==> src/rtl/serv_lsu_pkg.sv <==
// serv_lsu_pkg: shared types and helpers for the SERV load/store sequencer.
// Contents: FSM state encoding, access-size encoding, counter terminal value,
// byte-lane select, store-data replication and load-data extension helpers.
package serv_lsu_pkg;

  typedef enum logic [2:0] {
    IDLE  = 3'd0,
    ADDR  = 3'd1,
    CHECK = 3'd2,
    BUS   = 3'd3,
    DONE  = 3'd4,
    TRAP  = 3'd5
  } state_e;

  typedef enum logic [1:0] {
    SIZE_B = 2'b00,
    SIZE_H = 2'b01,
    SIZE_W = 2'b10
  } size_e;

  // Last counter value of the serial address phase: 32/W - 1.
  function automatic int cnt_max(input int w);
    return 32 / w - 1;
  endfunction

  // Size code 2'b11 is handled as a word access.
  function automatic size_e size_norm(input logic [1:0] sz);
    size_e res;
    case (sz)
      2'b00:   res = SIZE_B;
      2'b01:   res = SIZE_H;
      default: res = SIZE_W;
    endcase
    return res;
  endfunction

  // Byte-lane selects. The shift is evaluated at 4 bits, so lanes that
  // would land past byte 3 on an unaligned access simply fall off.
  function automatic logic [3:0] lane_sel(input size_e sz, input logic [1:0] lsb);
    logic [3:0] pat;
    case (sz)
      SIZE_B:  pat = 4'b0001;
      SIZE_H:  pat = 4'b0011;
      default: pat = 4'b1111;
    endcase
    return pat << lsb;
  endfunction

  // Store data is replicated across lanes so the slave picks it up from
  // whichever lanes sel enables.
  function automatic logic [31:0] wdat_rep(input size_e sz, input logic [31:0] wdat);
    logic [31:0] res;
    case (sz)
      SIZE_B:  res = {4{wdat[7:0]}};
      SIZE_H:  res = {2{wdat[15:0]}};
      default: res = wdat;
    endcase
    return res;
  endfunction

  // Shift the addressed lane down to bit 0, then sign/zero-extend.
  function automatic logic [31:0] load_ext(input size_e sz, input logic sgn,
                                           input logic [1:0] lsb, input logic [31:0] rdt);
    logic [31:0] sh;
    logic [31:0] res;
    sh = rdt >> {lsb, 3'b000};
    case (sz)
      SIZE_B:  res = {{24{sgn & sh[7]}}, sh[7:0]};
      SIZE_H:  res = {{16{sgn & sh[15]}}, sh[15:0]};
      default: res = sh;
    endcase
    return res;
  endfunction

endpackage

==> src/rtl/serv_lsu_cnt.sv <==
// serv_lsu_cnt: 5-bit serial-phase counter with synchronous clear and enable.
// Ports: clk, rst_n (async active-low), clr, en; strobes cnt0 (count 0),
// cnt1 (count 1), cnt_done (count 32/W-1). Parameter W = 1 or 4.
module serv_lsu_cnt
  import serv_lsu_pkg::*;
#(
  parameter int W = 1
) (
  input  logic clk,
  input  logic rst_n,
  input  logic clr,
  input  logic en,
  output logic cnt0,
  output logic cnt1,
  output logic cnt_done
);

  localparam logic [4:0] LAST = 5'(cnt_max(W));

  logic [4:0] cnt;

  always_ff @(posedge clk or negedge rst_n) begin
    if (!rst_n) begin
      cnt <= '0;
    end else if (clr) begin
      cnt <= '0;
    end else if (en) begin
      cnt <= cnt + 5'd1;
    end
  end

  assign cnt0     = (cnt == 5'd0);
  assign cnt1     = (cnt == 5'd1);
  assign cnt_done = (cnt == LAST);

endmodule

==> src/rtl/serv_lsu_ctrl.sv <==
// serv_lsu_ctrl: SERV load/store sequencer. Drives the buffer register through
// the serial address phase, checks alignment, runs one Wishbone data cycle and
// returns aligned/extended load data with o_done or o_misalign pulses.
// Ports: i_req/i_we/i_size/i_signed/i_lsb/i_adr/i_wdat request side;
// o_bufreg_*, o_cnt* to bufreg/counter users; o_dbus_* / i_dbus_* Wishbone;
// o_rdata, o_done, o_misalign results.
// Build option: define SERV_LSU_MISALIGN_EN to trap misaligned half/word
// accesses; otherwise every access goes to the bus with truncated lanes.
module serv_lsu_ctrl
  import serv_lsu_pkg::*;
#(
  parameter int W = 1
) (
  input  logic        i_clk,
  input  logic        i_rst_n,
  input  logic        i_req,
  input  logic        i_we,
  input  logic [1:0]  i_size,
  input  logic        i_signed,
  input  logic [1:0]  i_lsb,
  input  logic [31:0] i_adr,
  input  logic [31:0] i_wdat,
  output logic        o_bufreg_en,
  output logic        o_bufreg_init,
  output logic        o_cnt0,
  output logic        o_cnt1,
  output logic        o_cnt_done,
  output logic        o_dbus_cyc,
  output logic        o_dbus_we,
  output logic [31:0] o_dbus_adr,
  output logic [3:0]  o_dbus_sel,
  output logic [31:0] o_dbus_dat,
  input  logic        i_dbus_ack,
  input  logic [31:0] i_dbus_rdt,
  output logic [31:0] o_rdata,
  output logic        o_done,
  output logic        o_misalign
);

  state_e     state;
  logic       we_q;
  logic       signed_q;
  size_e      size_q;
  logic [1:0] lsb_q;
  logic       trap_q;

  logic cnt0;
  logic cnt1;
  logic cnt_done;
  logic cnt_clr;
  logic cnt_en;
  logic misaligned;

  // Word address comes from the buffer register; the byte offset arrives
  // separately on i_lsb.
  logic unused_adr;
  assign unused_adr = ^i_adr[1:0];

  assign cnt_clr = (state == IDLE) & i_req;
  assign cnt_en  = (state == ADDR);

  serv_lsu_cnt #(
    .W (W)
  ) u_cnt (
    .clk      (i_clk),
    .rst_n    (i_rst_n),
    .clr      (cnt_clr),
    .en       (cnt_en),
    .cnt0     (cnt0),
    .cnt1     (cnt1),
    .cnt_done (cnt_done)
  );

  // o_bufreg_en is high exactly for the ADDR phase, so it gates the strobes.
  assign o_bufreg_init = o_bufreg_en;
  assign o_cnt0        = o_bufreg_en & cnt0;
  assign o_cnt1        = o_bufreg_en & cnt1;
  assign o_cnt_done    = o_bufreg_en & cnt_done;

`ifdef SERV_LSU_MISALIGN_EN
  assign misaligned = ((size_q == SIZE_H) & i_lsb[0]) |
                      ((size_q == SIZE_W) & (|i_lsb));
`else
  // TRAP is unreachable in this build, so trap_q and o_misalign stay 0.
  assign misaligned = 1'b0;
`endif

  assign o_misalign = trap_q;

  always_ff @(posedge i_clk or negedge i_rst_n) begin
    if (!i_rst_n) begin
      state       <= IDLE;
      we_q        <= 1'b0;
      signed_q    <= 1'b0;
      size_q      <= SIZE_B;
      lsb_q       <= 2'b00;
      trap_q      <= 1'b0;
      o_bufreg_en <= 1'b0;
      o_dbus_cyc  <= 1'b0;
      o_dbus_we   <= 1'b0;
      o_dbus_adr  <= '0;
      o_dbus_sel  <= '0;
      o_dbus_dat  <= '0;
      o_rdata     <= '0;
      o_done      <= 1'b0;
    end else begin
      case (state)
        IDLE: begin
          if (i_req) begin
            we_q        <= i_we;
            signed_q    <= i_signed;
            size_q      <= size_norm(i_size);
            o_bufreg_en <= 1'b1;
            state       <= ADDR;
          end
        end

        ADDR: begin
          if (cnt_done) begin
            o_bufreg_en <= 1'b0;
            state       <= CHECK;
          end
        end

        CHECK: begin
          if (misaligned) begin
            trap_q <= 1'b1;
            state  <= TRAP;
          end else begin
            // Bus signals are registered here so they hold steady until ack
            // regardless of what the buffer register does meanwhile.
            lsb_q      <= i_lsb;
            o_dbus_cyc <= 1'b1;
            o_dbus_we  <= we_q;
            o_dbus_adr <= {i_adr[31:2], 2'b00};
            o_dbus_sel <= lane_sel(size_q, i_lsb);
            o_dbus_dat <= wdat_rep(size_q, i_wdat);
            state      <= BUS;
          end
        end

        BUS: begin
          if (i_dbus_ack) begin
            o_dbus_cyc <= 1'b0;
            o_dbus_we  <= 1'b0;
            o_dbus_adr <= '0;
            o_dbus_sel <= '0;
            o_dbus_dat <= '0;
            if (!we_q) begin
              o_rdata <= load_ext(size_q, signed_q, lsb_q, i_dbus_rdt);
            end
            o_done <= 1'b1;
            state  <= DONE;
          end
        end

        DONE: begin
          o_done <= 1'b0;
          state  <= IDLE;
        end

        TRAP: begin
          trap_q <= 1'b0;
          state  <= IDLE;
        end

        default: begin
          state <= IDLE;
        end
      endcase
    end
  end

endmodule
==> config.mk <==
export PLATFORM = sky130hd
export DESIGN_NAME = serv_lsu_ctrl
export DESIGN_NICKNAME = d
export VERILOG_FILES = /design/src/rtl/serv_lsu_pkg.sv /design/src/rtl/serv_lsu_cnt.sv /design/src/rtl/serv_lsu_ctrl.sv
export SDC_FILE = /design/constraint.sdc
export NUM_CORES = 1
export LEC_CHECK = 0
export ABC_CLOCK_PERIOD_IN_PS = 1900
export CAP_MARGIN = 10
export CORE_MARGIN = 1.5
export CORE_UTILIZATION = 45
export CTS_CLUSTER_DIAMETER = 50
export DETAILED_ROUTE_END_ITERATION = 8
export GPL_TIMING_DRIVEN = 0
export PLACE_DENSITY = 0.81
export SETUP_SLACK_MARGIN = 0.02
export SLEW_MARGIN = 20
export SYNTH_ARGS = -nofsm -noshare
export SYNTH_HDL_FRONTEND = slang
export SYNTH_SLANG_ARGS = --single-unit
export TNS_END_PERCENT = 10
==> constraint.sdc <==
create_clock -name i_clk -period 1.9 [get_ports i_clk]
set_input_delay 0.19 -clock i_clk [delete_from_list [all_inputs] [get_ports i_clk]]
set_output_delay 0.19 -clock i_clk [all_outputs]
set_load 0.03 [all_outputs]
==> results.ini, run 1 <==
[layout]
syn_to_final_growth_pct=52.7
layout.cells.non_filler=1016
multi_input_area_mm2=0.00246
number_of_antenna_repair_diodes=0
layout-drive-gt1-share=0.108
layout.filler_cells=926
finalNetCount=945
register_area_mm2=0.00290

[timing]
fin_crit_sh=0.957
clock-skew-final_ns=0.00590
report.final.hold_viol_count=0
slew_headroom=0.580
fin_worst_hold_slack_ns=0.303
fin_crit_ns=1.82
setup_viol_count_final=0
transition_time_at_the_pin_with_the_least_slew_margin_ns=0.629
achievable-frequency_ghz=0.550
max_slew_vio_count=0
rsz0062_at_grt=false
finalWorstSetupSlack_ns=0.0818
timing.setup.tns_ns=0

[power]
power.leakage_nw=3.82
proportion_of_power_drawn_by_combinational_gates=0.496
net-switching-power_mw=6.03
intPower_mw=8.75
max-vdd-ir-drop_uv=955
power.clock.fraction=0.217
p_sw_frac=0.408
power_per_cell_area_mw_per_mm2=1710
power.share.sequential=0.287

[global_route]
grt_pass1_vias=5601
antenna_found_initial=0
maximum_number_of_pins_on_one_net_before_global_route_repair=66
grt_first_pass_wirelength_mm=28.1
gr-total-overflow=0
track_usage=0.277

[floorplan]
num_io_pins=215
initial_core_util=0.465
dieWidth_um=115
floorplan.core_area_mm2=0.0122
die-area_mm2=0.0133
die_height_um=115
placement_rows=40

[cts]
numCtsBuffers=17
cts_tree=done
clock-root-buffer=clkbuf_16
clockBufferDepth=2
clk_transition_reported_paths_ns=0.05
cts_num_sinks=116
htree_num_levels=4
clkLatencyLatePin_ns=0.40

[synth]
post_synth.cell_area_avg_um2=9.42
synth_top_cells_by_area=dfrtp_1 51%, nand2_1 8.0%, mux2i_1 7.6%
synth-edff-count=0
synth.largest_area_cell=dfrtp_1
yosys_warnings=0
post_synth_instance_area_mm2=0.00566
ys_types=44
synth-main-ff-cell=dfrtp_1
async_reset_ff_frac=1.00
syn_inst=601
synth.most_common_cell=nand2_1
number_of_register_bits_inferred_by_synthesis=116
yosysSeqAreaShare=0.513
synthTopCellsByCount=120 x nand2_1, 116 x dfrtp_1, 82 x o21ai_0
yosysTopAreaCellShare=0.513

[worst_setup_path]
crit_path_largest_cell_delay_ns=0.39
worstReg2RegStart=state[2]
worstPathMaxFanout=4
crit_arrival_ns=1.63
critical_path.cell_chain=ha_2 > and3_4 > ha_4 > and2_1 > buf_4
critPathCaptureType=output pin
critical_path.slowest_cell=dfrtp_1
worstSetupStartpoint=u_cnt.cnt[0]
worst_ep_required_time_ns=1.71
cp_launch_type=register
criticalPathCategory=register to output pin

[placed_design]
detailedPlacementHpwl_mm=13.5
numPortBuffers=209
place_ws_ns=-0.0584
gp_routability_congestion=0.906
place.detailed.instances=981

[detailed_routing]
drt_wl_total_mm=17.9
route.antenna.remaining_nets=0
drt-pass1-iter-count=5
avgViaCountPerCell=5.38
route.detailed.wl_per_inst_um=17.7
drt_first_iter_violations=386
remaining_drc_errors=0
routed-via-count=5461

[job]
maximum_capacitance_violations=0

[run_status]
run_status=finished, final reports clean

[min_path]
worst_hold_path_type=primary input to asynchronous set/reset pin

cell type report:
type | count | share of cell area
multi-input combinational | 434 | 0.285
inverter | 6 | 0.00261
clock inverter | 10 | 0.0151
sequential | 116 | 0.336
timing repair buffer | 213 | 0.248
tap | 168 | 0.0243
clock buffer | 22 | 0.0537
buffer | 47 | 0.0355
layout by cell type, fill, tap and decap left out, drive strengths merged, types with 4 or more instances in the layout:
cell type / count
buf: 32
mux2i: 43
nand3: 62
inv: 6
o21ai: 82
nor2: 40
clkinv: 5
clkdlybuf4s50: 205
dfrtp: 116
clkbuf: 42
mux2: 12
nand2: 120
a21oi: 29
and2: 10
ha: 4
worst max-delay path, delay by kind of cell, from the launching register on:
kind | cells | cell delay (ns)
DFF | 1 | 0.39
adders and majority gates | 2 | 0.36
and+or+nand+nor | 2 | 0.31
buffers and inverters | 1 | 0.16
timing repair:
action,in CTS,in global routing
buffers inserted,2,0
endpoints found under the setup margin,3,1
resized for setup,13,5
hold buffers,1,0
hold endpoints to repair,51,0
power groups by stage:
stage	combinational [mW]	clock (mW)	sequential [mW]
3_5_place_dp	7.24	0	4.25
2_1_floorplan	2.39	0	6.03
3_3_place_gp	7.10	0	4.19
4_1_cts	7.32	3.24	4.23
5_1_grt	7.80	3.37	4.36
6_report	7.32	3.20	4.25
state kept, by name, summed over array words and instances, names as in the netlist:
name,cells
signed_q,1
u_cnt.cnt,5
size_q,2
o_dbus_cyc,1
o_bufreg_en,1
o_done,1
we_q,1
state,3
o_dbus_sel,4
lsb_q,2
o_dbus_adr,30
o_rdata,32
o_dbus_dat,32
o_dbus_we,1
stage by stage:
step                      power, mW  instance area, um2  utilization
final                          14.8                8640        0.711
after global routing           15.5                8640        0.711
after CTS                      14.8                8620        0.709
after detailed placement       11.5                8000        0.658
after global placement         11.3                7970        0.655
after floorplan                8.42                5670            -
routing by layer:
metal  GRT usage  routed length (um)
met1       0.332                6990
met5           0                   0
met4       0.107                 501
met3       0.100                1870
met2       0.460                8580
cell families after synthesis:
logic type | synth area share
compound gates | 0.117
buf+inv | 0.0581
mux | 0.104
simple gates | 0.196
fa+ha+maj | 0.00884
flops | 0.513
xor+xnor | 0.00310
other cells | 0.000662
final timing paths:
kind	slack, ns	depth (start not counted)	endpoint
setup / recovery	0.08	5	o_cnt_done
hold / removal	0.30	2	o_rdata[10]
setup reg to reg	0.20	5	o_rdata[13]
hold reg to reg	0.49	2	o_dbus_cyc
max in group asynchronous	0.91	3	o_dbus_dat[24]
min in group i_clk	0.34	3	o_dbus_adr[15]
No activity file was read; power rests on OpenSTA's default activity.
==> run 2: changes to the inputs <==
--- a/config.mk
+++ b/config.mk
@@ -12,7 +12,7 @@
 export CTS_CLUSTER_DIAMETER = 50
 export DETAILED_ROUTE_END_ITERATION = 8
 export GPL_TIMING_DRIVEN = 0
-export PLACE_DENSITY = 0.81
+export PLACE_DENSITY_LB_ADDON = 0.1
 export SETUP_SLACK_MARGIN = 0.02
 export SLEW_MARGIN = 20
 export SYNTH_ARGS = -nofsm -noshare
==> run 2 against run 1 <==
Compared with the run above: clock skew decreased by 0.00054 ns; first-iteration DRC count decreased by 4.4%; largest cell class unchanged; maximum frequency decreased by 0.57%; die area unchanged; cell count about the same; critical path type unchanged; critical path depth unchanged.
==> results.ini, run 2 (synthesis gave the netlist of run 1 again) <==
[placed_design]
detailedPlacementHpwl_mm=13.0  ; -3.1%
place.detailed.instances=981  ; unchanged
numPortBuffers=209  ; unchanged
gp_routability_congestion=0.921  ; +1.7%

[detailed_routing]
remaining_drc_errors=0  ; unchanged
routed-via-count=5374  ; -1.6%
route.antenna.remaining_nets=0  ; unchanged
route.detailed.wl_per_inst_um=17.5  ; -0.67%
avgViaCountPerCell=5.29  ; -1.5%
drt_wl_total_mm=17.8  ; -0.76%
drt-pass1-iter-count=5  ; unchanged
drt_first_iter_violations=369  ; -4.4%

[timing]
rsz0062_at_grt=true
clock-skew-final_ns=0.00536  ; -0.000540 ns
setup_viol_count_final=0  ; unchanged
transition_time_at_the_pin_with_the_least_slew_margin_ns=0.638  ; +0.00953 ns
timing.setup.tns_ns=0  ; unchanged
report.final.hold_viol_count=0  ; unchanged
fin_crit_ns=1.83  ; +0.0104 ns
fin_crit_sh=0.962  ; +0.00547
slew_headroom=0.574  ; -0.00590
max_slew_vio_count=0  ; unchanged
achievable-frequency_ghz=0.547  ; -0.57%

[worst_setup_path]
critPathCaptureType=output pin
worst_r2r_path_depth=5  ; unchanged
criticalPathCategory=register to output pin
worstPathMaxFanout=4  ; unchanged
worst_ep_required_time_ns=1.71  ; about the same
worstReg2RegStart=state[2]
crit_arrival_ns=1.64  ; about the same
r2r_slack_ns=0.19  ; about the same
cp_launch_type=register
r2r_end=o_rdata[15]

[floorplan]
num_io_pins=215  ; unchanged
die-area_mm2=0.0133  ; unchanged
placement_rows=40  ; unchanged
floorplan.core_area_mm2=0.0122  ; unchanged
die_height_um=115  ; unchanged
dieWidth_um=115  ; unchanged
initial_core_util=0.465  ; unchanged

[layout]
layout_commonest_cell=clkdlybuf4s50_1
final_cell_mix=204 x clkdlybuf4s50_1, 120 x nand2_1, 116 x dfrtp_1, 82 x o21ai_0, 61 x nand3_1
multi_input_area_mm2=0.00246  ; unchanged
layout.filler_cells=935  ; +0.97%
layout.cells.non_filler=1015  ; -0.098%
register_area_mm2=0.00290  ; unchanged
layout-drive-gt1-share=0.109  ; +0.000128
number_of_antenna_repair_diodes=0  ; unchanged
finalNetCount=945  ; unchanged
biggestRegsByFlops=o_dbus_dat x32, o_rdata x32, o_dbus_adr x30
syn_to_final_growth_pct=53.1

[cts]
clkLatencyLatePin_ns=0.41  ; about the same
clk_transition_reported_paths_ns=0.05  ; about the same
htree_num_levels=4  ; unchanged
numCtsBuffers=17  ; unchanged
clockBufferDepth=2  ; unchanged
clock-root-buffer=clkbuf_16
cts_tree=done
cts_num_sinks=116  ; unchanged

[min_path]
hold_path_depth=3
worst_hold_path_type=primary input to register
holdCritStartpoint=i_adr[14]
min_delay_worst_endpoint=o_dbus_adr[14]

[global_route]
track_usage=0.280  ; +0.00233
maximum_number_of_pins_on_one_net_before_global_route_repair=68  ; +3.0%
grt_first_pass_wirelength_mm=28.3  ; +0.54%
antenna_found_initial=0  ; unchanged
grt_pass1_vias=5562  ; -0.70%
gr-total-overflow=0  ; unchanged

[power]
max-vdd-ir-drop_uv=1010  ; +6.1%
power_per_cell_area_mw_per_mm2=1710  ; +0.23%
power.leakage_nw=3.83  ; +0.30%

[job]
maximum_capacitance_violations=0  ; unchanged

[run_status]
run_status=finished, final reports clean

-- run 2: worst max-delay path by stage --
stage | startpoint | endpoint | slack (ns)
after detailed placement | u_cnt.cnt[0] | o_cnt_done | -0.06
after global placement | i_rst_n | o_dbus_dat[20] | -3.83
after CTS | u_cnt.cnt[2] | o_cnt0 | 0.01
after floorplan | lsb_q[1] | o_rdata[21] | 0.37
final | u_cnt.cnt[0] | o_cnt_done | 0.07
after global routing | u_cnt.cnt[2] | o_cnt1 | -0.01
-- run 2: repair_timing --
| action | in CTS | in global routing |
|---|---|---|
| hold buffers | 1 | 0 |
| resized for setup | 14 | 4 |
| endpoints found under the hold margin | 66 | 0 |
| endpoints found under the setup margin | 3 | 4 |
| buffers inserted | 2 | 0 |
-- run 2: final cells by class --
cell class | count | share of cell area
sequential | 116 | 0.335
multi-input combinational | 434 | 0.284
timing repair buffer | 213 | 0.248
clock buffer | 21 | 0.0531
buffer | 47 | 0.0354
tap | 168 | 0.0242
clock inverter | 10 | 0.0179
inverter | 6 | 0.00260
-- run 2: critical path: stages (launching register included) --
cell	delay, ns
dfrtp_1	0.39
ha_2	0.20
and3_4	0.18
ha_4	0.16
and2_1	0.14
buf_4	0.16
-- run 2: per-layer routing --
| metal | part of all wire | global-route usage |
|---|---|---|
| met1 | 0.40 | 0.334 |
| met2 | 0.51 | 0.479 |
| met3 | 0.074 | 0.0917 |
| met4 | 0.016 | 0.0914 |
| met5 | 0 | 0 |
-- run 2: per-stage QoR --
| stage | setup WS [ns] | util | total power, mW | area, um2 | hold WS, ns |
|---|---|---|---|---|---|
| floorplan | 0.368 | - | 8.42 | 5670 | -0.106 |
| global placement | -3.83 | 0.655 | 11.2 | 7970 | 0.468 |
| detailed placement | -0.0629 | 0.658 | 11.4 | 8000 | 0.241 |
| CTS | 0.0106 | 0.711 | 14.9 | 8640 | 0.323 |
| global route | -0.0112 | 0.713 | 15.6 | 8670 | 0.324 |
| finish | 0.0714 | 0.713 | 14.8 | 8670 | 0.335 |
-- run 2: power by group --
part	total [mW]	switching (mW)	internal, mW
clock	3.35	1.11	2.25
sequential	4.22	0.680	3.54
combinational	7.27	4.19	3.08
